===== config.mk =====
export PLATFORM = sky130hd
export DESIGN_NAME = rom_load_sequencer
export DESIGN_NICKNAME = d
export VERILOG_FILES = /design/src/rtl/rom_load_sequencer.sv
export SDC_FILE = /design/constraint.sdc
export NUM_CORES = 1
export LEC_CHECK = 0
export ABC_CLOCK_PERIOD_IN_PS = 8100
export BUFFER_PORTS_ARGS = -buffer_cell sky130_fd_sc_hd__buf_2
export CAP_MARGIN = 20
export CORE_MARGIN = 1.5
export CORE_UTILIZATION = 50
export DETAILED_ROUTE_END_ITERATION = 10
export PLACE_DENSITY = 0.8
export SLEW_MARGIN = 20
export SYNTH_ARGS = -nofsm -noshare
export SYNTH_HDL_FRONTEND = slang
export SYNTH_SLANG_ARGS = --single-unit
export TNS_END_PERCENT = 10

===== constraint.sdc =====
create_clock -name clk_sys -period 8.1 [get_ports clk_sys]
set_input_delay 0.405 -clock clk_sys [delete_from_list [all_inputs] [get_ports clk_sys]]
set_output_delay 0.405 -clock clk_sys [all_outputs]
set_load 0.005 [all_outputs]

===== src/rtl/rom_load_sequencer.sv =====
// Steers HPS ROM download bytes into three ROM regions and owns the core reset.
// The core reset is released only after a complete load plus a settle period.
module rom_load_sequencer #(
    parameter int unsigned R0_SIZE     = 32'h8000,
    parameter int unsigned R1_SIZE     = 32'h4000,
    parameter int unsigned R2_SIZE     = 32'h1000,
    parameter int unsigned HOLD_CYCLES = 16
) (
    input  logic        clk_sys,
    input  logic        reset,
    input  logic        user_reset,
    input  logic        ioctl_download,
    input  logic        ioctl_wr,
    input  logic [24:0] ioctl_addr,
    input  logic [7:0]  ioctl_dout,
    output logic        dn_wr,
    output logic [15:0] dn_addr,
    output logic [7:0]  dn_data,
    output logic [2:0]  dn_region,
    output logic        core_reset,
    output logic        rom_loaded,
    output logic        load_error
);

    typedef enum logic [1:0] {
        ST_IDLE,
        ST_LOAD,
        ST_HOLD,
        ST_RUN
    } state_t;

    localparam logic [24:0] R1_BASE   = 25'(R0_SIZE);
    localparam logic [24:0] R2_BASE   = 25'(R0_SIZE + R1_SIZE);
    localparam logic [24:0] TOTAL     = 25'(R0_SIZE + R1_SIZE + R2_SIZE);
    localparam logic [16:0] TOTAL_CNT = 17'(R0_SIZE + R1_SIZE + R2_SIZE);
    localparam logic [15:0] HOLD_INIT = 16'(HOLD_CYCLES);

    state_t      state_q, state_d;
    logic        dl_q;
    logic [16:0] byte_cnt_q, byte_cnt_d;
    logic [15:0] hold_cnt_q, hold_cnt_d;
    logic        dn_wr_q, dn_wr_d;
    logic [15:0] dn_addr_q, dn_addr_d;
    logic [7:0]  dn_data_q, dn_data_d;
    logic [2:0]  dn_region_q, dn_region_d;
    logic        core_reset_q, core_reset_d;
    logic        rom_loaded_q, rom_loaded_d;
    logic        load_error_q, load_error_d;

    logic        rise;
    logic        fall;
    logic [2:0]  wr_region;
    logic [15:0] wr_offset;
    logic        wr_in_range;
    logic [16:0] byte_cnt_inc;

    assign rise = ioctl_download & ~dl_q;
    assign fall = ~ioctl_download & dl_q;

    // Region decode of the incoming byte address; all-zero region means out of range.
    always_comb begin
        wr_region = 3'b000;
        wr_offset = 16'h0000;
        if (ioctl_addr < R1_BASE) begin
            wr_region = 3'b001;
            wr_offset = 16'(ioctl_addr);
        end else if (ioctl_addr < R2_BASE) begin
            wr_region = 3'b010;
            wr_offset = 16'(ioctl_addr - R1_BASE);
        end else if (ioctl_addr < TOTAL) begin
            wr_region = 3'b100;
            wr_offset = 16'(ioctl_addr - R2_BASE);
        end
    end

    assign wr_in_range  = (wr_region != 3'b000);
    assign byte_cnt_inc = (byte_cnt_q < TOTAL_CNT) ? byte_cnt_q + 17'd1 : byte_cnt_q;

    always_comb begin
        // NOTE: every next-state signal gets its hold value first so no path leaves it unassigned (no latches).
        state_d      = state_q;
        byte_cnt_d   = byte_cnt_q;
        hold_cnt_d   = hold_cnt_q;
        dn_wr_d      = 1'b0;
        dn_addr_d    = dn_addr_q;
        dn_data_d    = dn_data_q;
        dn_region_d  = dn_region_q;
        rom_loaded_d = rom_loaded_q;
        load_error_d = load_error_q;

        case (state_q)
            ST_IDLE: begin
            end
            ST_LOAD: begin
                if (ioctl_wr) begin
                    if (wr_in_range) begin
                        dn_wr_d     = 1'b1;
                        dn_addr_d   = wr_offset;
                        dn_data_d   = ioctl_dout;
                        dn_region_d = wr_region;
                        byte_cnt_d  = byte_cnt_inc;
                    end else begin
                        load_error_d = 1'b1;
                    end
                end
                // A byte arriving with the falling edge still counts toward completeness.
                if (fall) begin
                    if (byte_cnt_d >= TOTAL_CNT) begin
                        state_d    = ST_HOLD;
                        hold_cnt_d = HOLD_INIT;
                    end else begin
                        state_d      = ST_IDLE;
                        load_error_d = 1'b1;
                    end
                end
            end
            ST_HOLD: begin
                if (hold_cnt_q <= 16'd1) begin
                    state_d      = ST_RUN;
                    rom_loaded_d = 1'b1;
                end else begin
                    hold_cnt_d = hold_cnt_q - 16'd1;
                end
            end
            ST_RUN: begin
            end
            default: state_d = ST_IDLE;
        endcase

        // A new download restarts the load from any state, aborting a pending hold.
        if (rise) begin
            state_d      = ST_LOAD;
            byte_cnt_d   = 17'd0;
            load_error_d = 1'b0;
            rom_loaded_d = 1'b0;
        end

        core_reset_d = (state_d == ST_RUN) ? user_reset : 1'b1;
    end

    // NOTE: state updates use non-blocking assignments; reset is sampled synchronously on the clock edge.
    always_ff @(posedge clk_sys) begin
        if (reset) begin
            state_q      <= ST_IDLE;
            dl_q         <= 1'b0;
            byte_cnt_q   <= 17'd0;
            hold_cnt_q   <= 16'd0;
            dn_wr_q      <= 1'b0;
            dn_addr_q    <= 16'h0000;
            dn_data_q    <= 8'h00;
            dn_region_q  <= 3'b000;
            core_reset_q <= 1'b1;
            rom_loaded_q <= 1'b0;
            load_error_q <= 1'b0;
        end else begin
            state_q      <= state_d;
            dl_q         <= ioctl_download;
            byte_cnt_q   <= byte_cnt_d;
            hold_cnt_q   <= hold_cnt_d;
            dn_wr_q      <= dn_wr_d;
            dn_addr_q    <= dn_addr_d;
            dn_data_q    <= dn_data_d;
            dn_region_q  <= dn_region_d;
            core_reset_q <= core_reset_d;
            rom_loaded_q <= rom_loaded_d;
            load_error_q <= load_error_d;
        end
    end

    assign dn_wr      = dn_wr_q;
    assign dn_addr    = dn_addr_q;
    assign dn_data    = dn_data_q;
    assign dn_region  = dn_region_q;
    assign core_reset = core_reset_q;
    assign rom_loaded = rom_loaded_q;
    assign load_error = load_error_q;

endmodule


==> results of run 1 <==
[path summary, 6_finish.rpt]
| check | startpoint | to | slack [ns] |
|---|---|---|---|
| max | byte_cnt_q[12]$_SDFFE_PP0P_ | hold_cnt_q[1]$_SDFFE_PP0P_ | 5.18 |
| max reg2reg | byte_cnt_q[12]$_SDFFE_PP0P_ | hold_cnt_q[1]$_SDFFE_PP0P_ | 5.18 |
| min | user_reset | core_reset$_SDFF_PP1_ | 0.28 |
| min reg2reg | rom_loaded$_SDFFE_PP0P_ | rom_loaded$_SDFFE_PP0P_ | 0.44 |
[stage by stage]
step	worst slack [ns]	power (W)
detailed placement	4.97	0.000381
global route	4.96	0.000670
CTS	5.22	0.000652
global placement	5.14	0.000379
floorplan	5.37	0.000366
finish	5.18	0.000647
[layer usage]
| layer | vias to the layer above | track usage | part of all wire |
|---|---|---|---|
| li1 | 1422 | - | - |
| met2 | 63 | 0.373 | 0.52 |
| met3 | 13 | 0.0747 | 0.046 |
| met1 | 1326 | 0.268 | 0.42 |
| met4 | 0 | 0.0864 | 0.017 |
| met5 | - | 0 | 0 |
[placed cells by master (no fill, tap or decap), types with 4 or more instances in the layout]
cell type	netlist	routed
dfxtp_1	67	67
xnor2_1	5	5
and3_1	4	4
clkbuf_8	0	9
nor3_2	4	4
nand3_1	12	12
or4_1	10	10
ha_1	6	6
o21ai_0	5	5
nor2b_1	4	4
inv_1	12	12
nand4_1	5	5
nand2_1	66	66
xor2_1	9	9
nor2_1	32	32
buf_2	2	68
o31ai_1	8	8
nor3_1	8	8
a21oi_1	42	42
[flip-flops by register name, indices dropped and copies added, names as in the netlist]
| name | flops |
|---|---|
| byte_cnt_q | 17 |
| dn_addr | 16 |
| hold_cnt_q | 16 |
| dn_data | 8 |
| dn_region | 3 |
| state_q | 2 |
| core_reset | 1 |
| dl_q | 1 |
| dn_wr | 1 |
| load_error | 1 |
| rom_loaded | 1 |
[area by class of cell]
type / count / area (um^2)
fill: 520 / 2340
multi-input combinational: 271 / 1630
sequential: 67 / 1340
timing repair buffer: 69 / 348
clock buffer: 9 / 124
tap: 75 / 93.8
clock inverter: 7 / 68.8
inverter: 12 / 45.0
[power breakdown]
part / leakage [nW] / switching [W] / total [W] / internal [W]
registers: 0.540 / 0.00000153 / 0.000333 / 0.000331
clock network: 0.0950 / 0.000133 / 0.000274 / 0.000141
logic: 0.835 / 0.0000253 / 0.0000406 / 0.0000154
[kinds of logic after synthesis]
kind of cell               Yosys count  synth area share
muxes                                2           0.00640
and+or+nand+nor                    173             0.294
xor gates and xnor gates            14            0.0392
buffers and inverters               33            0.0500
DFF                                 67             0.429
adders and majority gates            6            0.0240
AOI/OAI and AO/OA                   76             0.158
[critical path, cell delays in order, from the launching register on]
cell,delay [ns]
dfxtp_1,0.40
o211a_1,0.29
or3_4,0.41
nor4_4,0.22
mux2i_1,0.47
a21oi_1,0.20
o31ai_2,0.70
a311oi_1,0.09
==> results by group, run 1 <==
Yosys
  – Post-Syn Nets: about 420
  – Post-synth EDFFs: 0
  – Count leader, synth: dfxtp_1
  – Top_reg_cell synth: dfxtp_1
  – Post-Syn Area: ~3100 um^2
  – Yosys top cell area share: 0.429
  – Top cells by area, synth: dfxtp_1 43%, nand2_1 7.9%, a21oi_1 6.7%, nor2_1 3.8%, xor2_1 2.5%
  – Synthesized area per cell: between 8 and 9 um^2
  – Post-synthesis sequential area ratio: 0.429
  – FF+latch count, synth: 67
  – Cells after synthesis: approximately 370
  – Synth async-reset ratio: 0
  – Cell variety after synth: 55
  – Synth warnings: 0
  – Post-synth top cells: 67 x dfxtp_1, 66 x nand2_1, 42 x a21oi_1
  – Cell taking the most area after synthesis: dfxtp_1

Placed design
  – Placed insts: between 400 and 500
  – GPL Wtd Cong: 0.823
  – Placed cell areas: ~3500 um^2
  – Dpl hpwl: approximately 5.0 mm
  – Port buffer count: 68

Timing
  – Skew final: 0.00990 ns
  – Finish-stage setup viols: 0
  – RSZ-0062 raised after global routing: false
  – Crit share post-route: 0.361
  – F_max: between 300 and 400 MHz
  – Rel. slew slack: 0.382
  – Final setup TNS: 0 ns
  – Slew @ Worst Pin: roughly 0.92 ns
  – Final hold slack: roughly 0.28 ns
  – Slew Limit Fails: 0
  – Minimum clock period: just under 3 ns
  – Hold Fails Final Rpt: 0

Layout
  – Final core occ: 0.609
  – Layout cells sized above 1: 0.234
  – Final nets: 474
  – Synth-to-Final Area Change: 16.7%
  – Diodes inserted: 0
  – Final Cell Area: around 3700 um^2
  – Post-Layout Cell Count: slightly above 500

Drt
  – DRC viols: 0
  – Post-DRT Antenna Nets: 0
  – Detailed Route Iter0 Violations: approximately 120
  – Routed vias: about 2,800
  – Average vias per placed instance: between 5 and 6
  – Drt first pass iters: 4
  – Routed len/inst: approximately 14 um
  – Total routed wirelength: 7.25 mm

Floorplanning
  – Die width: between 80 and 90 um
  – Die area: a little under 7000 um^2
  – Boundary Pins: 69
  – Core Region: about 6000 um^2
  – Starting Density: 0.522
  – Die height: 82.1 um
  – FP Rows: 28

Job
  – Maxcap violations: 0

Global routing
  – Largest net degree at the start of global routing: 38
  – Vias in the first global route: 2,574
  – GRT Resource Usage Total: 0.224
  – GRT overflow: 0
  – Initial antenna violation count: 0
  – First-pass GRT wire length: roughly 12 mm

Clock network
  – Max Root-Sink Buffers: 2
  – H-tree depth: 3
  – Clock slew seen by the registers of the worst setup and hold paths: roughly 0.08 ns
  – CTS Hold Buffers Added: 0
  – Num Clock Sinks: 67
  – Clk Latency, worst-skew pair: approximately 0.35 ns
  – Setup bufs post-CTS: 0
  – Clock root cell: clkbuf_8
  – CTS tree: yes
  – CTS buffer count: 9
  – Resize count post-CTS: 0

Power
  – Pwr dens: between 150 and 200 nW/um^2
  – Max VDD drop: 149 uV
  – Static Leakage: 1.47 nW

Hold path
  – Hold Path Class: primary input to register
  – Hold path depth: 2

Critical path
  – Reg2reg path depth: 7
  – CP max FO: 10
  – Critical path arrival: 3.13 ns
  – Crit Path Class: register to register
  – CP Launch Type: register
  – WP data required: just over 8 ns
  – Critical Path Sink Type: register

Run status
  – Status: finished, final reports clean
Power figures use the tool's default switching activity.
==> inputs of run 2 (changes only) <==
--- a/config.mk
+++ b/config.mk
@@ -5,13 +5,13 @@
 export SDC_FILE = /design/constraint.sdc
 export NUM_CORES = 1
 export LEC_CHECK = 0
-export ABC_CLOCK_PERIOD_IN_PS = 8100
+export ABC_CLOCK_PERIOD_IN_PS = 2530
 export BUFFER_PORTS_ARGS = -buffer_cell sky130_fd_sc_hd__buf_2
 export CAP_MARGIN = 20
 export CORE_MARGIN = 1.5
-export CORE_UTILIZATION = 50
+export CORE_UTILIZATION = 49
 export DETAILED_ROUTE_END_ITERATION = 10
-export PLACE_DENSITY = 0.8
+export PLACE_DENSITY = 0.82
 export SLEW_MARGIN = 20
 export SYNTH_ARGS = -nofsm -noshare
 export SYNTH_HDL_FRONTEND = slang
==> constraint.sdc (replaced) <==
create_clock -name clk_sys -period 2.53 [get_ports clk_sys]
set_input_delay 0.1265 -clock clk_sys [delete_from_list [all_inputs] [get_ports clk_sys]]
set_output_delay 0.1265 -clock clk_sys [all_outputs]
set_load 0.005 [all_outputs]
==> results by group, run 2 (synthesis gave the netlist of run 1 again) <==
Job
  – Maxcap violations: 0

Timing
  – Skew final: slightly below 0.008 ns
  – Final setup TNS: -0.0614 ns
  – Slew @ Worst Pin: approximately 0.72 ns
  – F_max: around 390 MHz
  – Minimum clock period: ~2.6 ns
  – Slew Limit Fails: 0
  – Finish-stage setup viols: 2
  – Final WS setup: -0.0575 ns
  – RSZ-0062 raised after global routing: true
  – Rel. slew slack: 0.516
  – Hold Fails Final Rpt: 0
  – Crit share post-route: 1.02

Floorplanning
  – Boundary Pins: 69
  – Core Region: around 6000 um^2
  – Starting Density: 0.519
  – FP Rows: 28
  – Die area: ~6900 um^2
  – Die width: just over 80 um
  – Die height: 82.9 um

Global routing
  – First-pass GRT wire length: between 10 and 15 mm
  – Vias in the first global route: slightly below 3,000
  – GRT overflow: 0
  – Largest net degree at the start of global routing: 38
  – GRT Resource Usage Total: 0.231
  – Initial antenna violation count: 0

Power
  – Max VDD drop: around 410 uV
  – Design Power: approximately 0.0021 W
  – Static Leakage: roughly 1.6 nW
  – Pwr dens: about 540 nW/um^2

Layout
  – Biggest register: byte_cnt_q
  – Post-Layout Cell Count: around 540
  – Most frequent cells in the layout: 68 x buf_2, 66 x nand2_1, 64 x dfxtp_1
  – Synth-to-Final Area Change: 24.5%
  – Final core occ: 0.646
  – Fill cells: roughly 510
  – Final nets: around 500
  – Diodes inserted: 0
  – Layout cells sized above 1: 0.285
  – Commonest non-fill, non-tap cell in the layout: buf_2
  – Max reg flops: 17

Drt
  – Average vias per placed instance: between 5 and 6
  – Total routed wirelength: 7.63 mm
  – Routed len/inst: approximately 14 um
  – Routed vias: 2,943
  – Drt first pass iters: 7
  – Post-DRT Antenna Nets: 0
  – DRC viols: 0
  – Detailed Route Iter0 Violations: between 150 and 200

Placed design
  – Post-place setup slack: -0.0459 ns
  – GPL Wtd Cong: 0.912
  – Dpl hpwl: around 5.3 mm
  – Placed insts: 513
  – Port buffer count: 68

Critical path
  – Worst R2R Setup Slack: -0.06 ns
  – Reg2reg path depth: 7
  – Worst R2R End: core_reset$_SDFF_PP1_
  – CP Launch Type: register
  – Critical path arrival: approximately 2.8 ns
  – Reg2reg start: byte_cnt_q[12]$_SDFFE_PP0P_
  – Crit Path Class: register to register
  – Critical Path Sink Type: register
  – WP data required: approximately 2.8 ns
  – CP max FO: 3

Clock network
  – Num Clock Sinks: 67
  – CTS tree: yes
  – Clk Latency, worst-skew pair: roughly 0.35 ns
  – Clock slew seen by the registers of the worst setup and hold paths: about 0.08 ns
  – Clock root cell: clkbuf_8
  – H-tree depth: 3
  – CTS buffer count: 9
  – Max Root-Sink Buffers: 2

Run status
  – Failing checks: negative setup slack
  – Status: finished with violations

Hold path
  – Worst Hold Launch: ioctl_dout[2]
  – Hold Path Class: primary input to register
  – Hold path depth: 3
  – WHS Endpoint: dn_data[2]$_SDFFE_PP0P_
run 2: area by class of cell:
type | count | area, um^2 | area share
sequential | 67 | 1350 | 0.345
inverter | 12 | 45.0 | 0.0116
clock buffer | 9 | 124 | 0.0318
tap | 75 | 93.8 | 0.0241
clock inverter | 7 | 77.6 | 0.0199
multi-input combinational | 271 | 1660 | 0.426
timing repair buffer | 94 | 551 | 0.141
run 2: critical path, cell delays in order, from the launching register on:
cell and delay [ns]:
dfxtp_2 0.33, o211a_1 0.26, or3_4 0.41, nor4_4 0.21
mux2i_2 0.39, a21oi_2 0.13, o31a_1 0.30, or4b_1 0.45
run 2: what timing repair did:
item | in CTS | in global routing
hold endpoints to repair | 6 | 0
buffers inserted | 0 | 0
hold buffers | 6 | 0
resized for setup | 0 | 9
pin swaps | 0 | 9
setup endpoints to repair | 1 | 16
run 2: routing by layer:
metal / part of all wire / GRT usage / up-vias
li1: - / - / 1481
met1: 0.41 / 0.259 / 1371
met2: 0.51 / 0.406 / 75
met3: 0.057 / 0.0696 / 16
met4: 0.020 / 0.0955 / 0
met5: 0 / 0 / -
run 2: worst max path at each step:
stage	from	end	slack (ns)	depth (start not counted)
floorplan	byte_cnt_q[12]$_SDFFE_PP0P_	core_reset$_SDFF_PP1_	-0.06	8
global placement	ioctl_addr[24]	core_reset$_SDFF_PP1_	0.02	8
detailed placement	ioctl_addr[21]	core_reset$_SDFF_PP1_	-0.05	8
CTS	byte_cnt_q[12]$_SDFFE_PP0P_	core_reset$_SDFF_PP1_	-0.06	7
global route	byte_cnt_q[12]$_SDFFE_PP0P_	core_reset$_SDFF_PP1_	-0.17	7
finish	byte_cnt_q[12]$_SDFFE_PP0P_	core_reset$_SDFF_PP1_	-0.06	7
run 2: through the flow:
stage,hold slack [ns],area [um^2]
final,0.0103,3890
after global routing,0.00781,3890
after CTS,0.000591,3870
after detailed placement,0.325,3610
after global placement,0.326,3610
after floorplan,0.232,3140
run 2: power breakdown:
group	total, W	leakage, nW	switching [W]	internal (W)
logic	0.000145	0.965	0.0000850	0.0000601
clock network	0.000889	0.0998	0.000428	0.000461
registers	0.00107	0.542	0.00000478	0.00106
total	0.00210	1.61	0.000518	0.00158
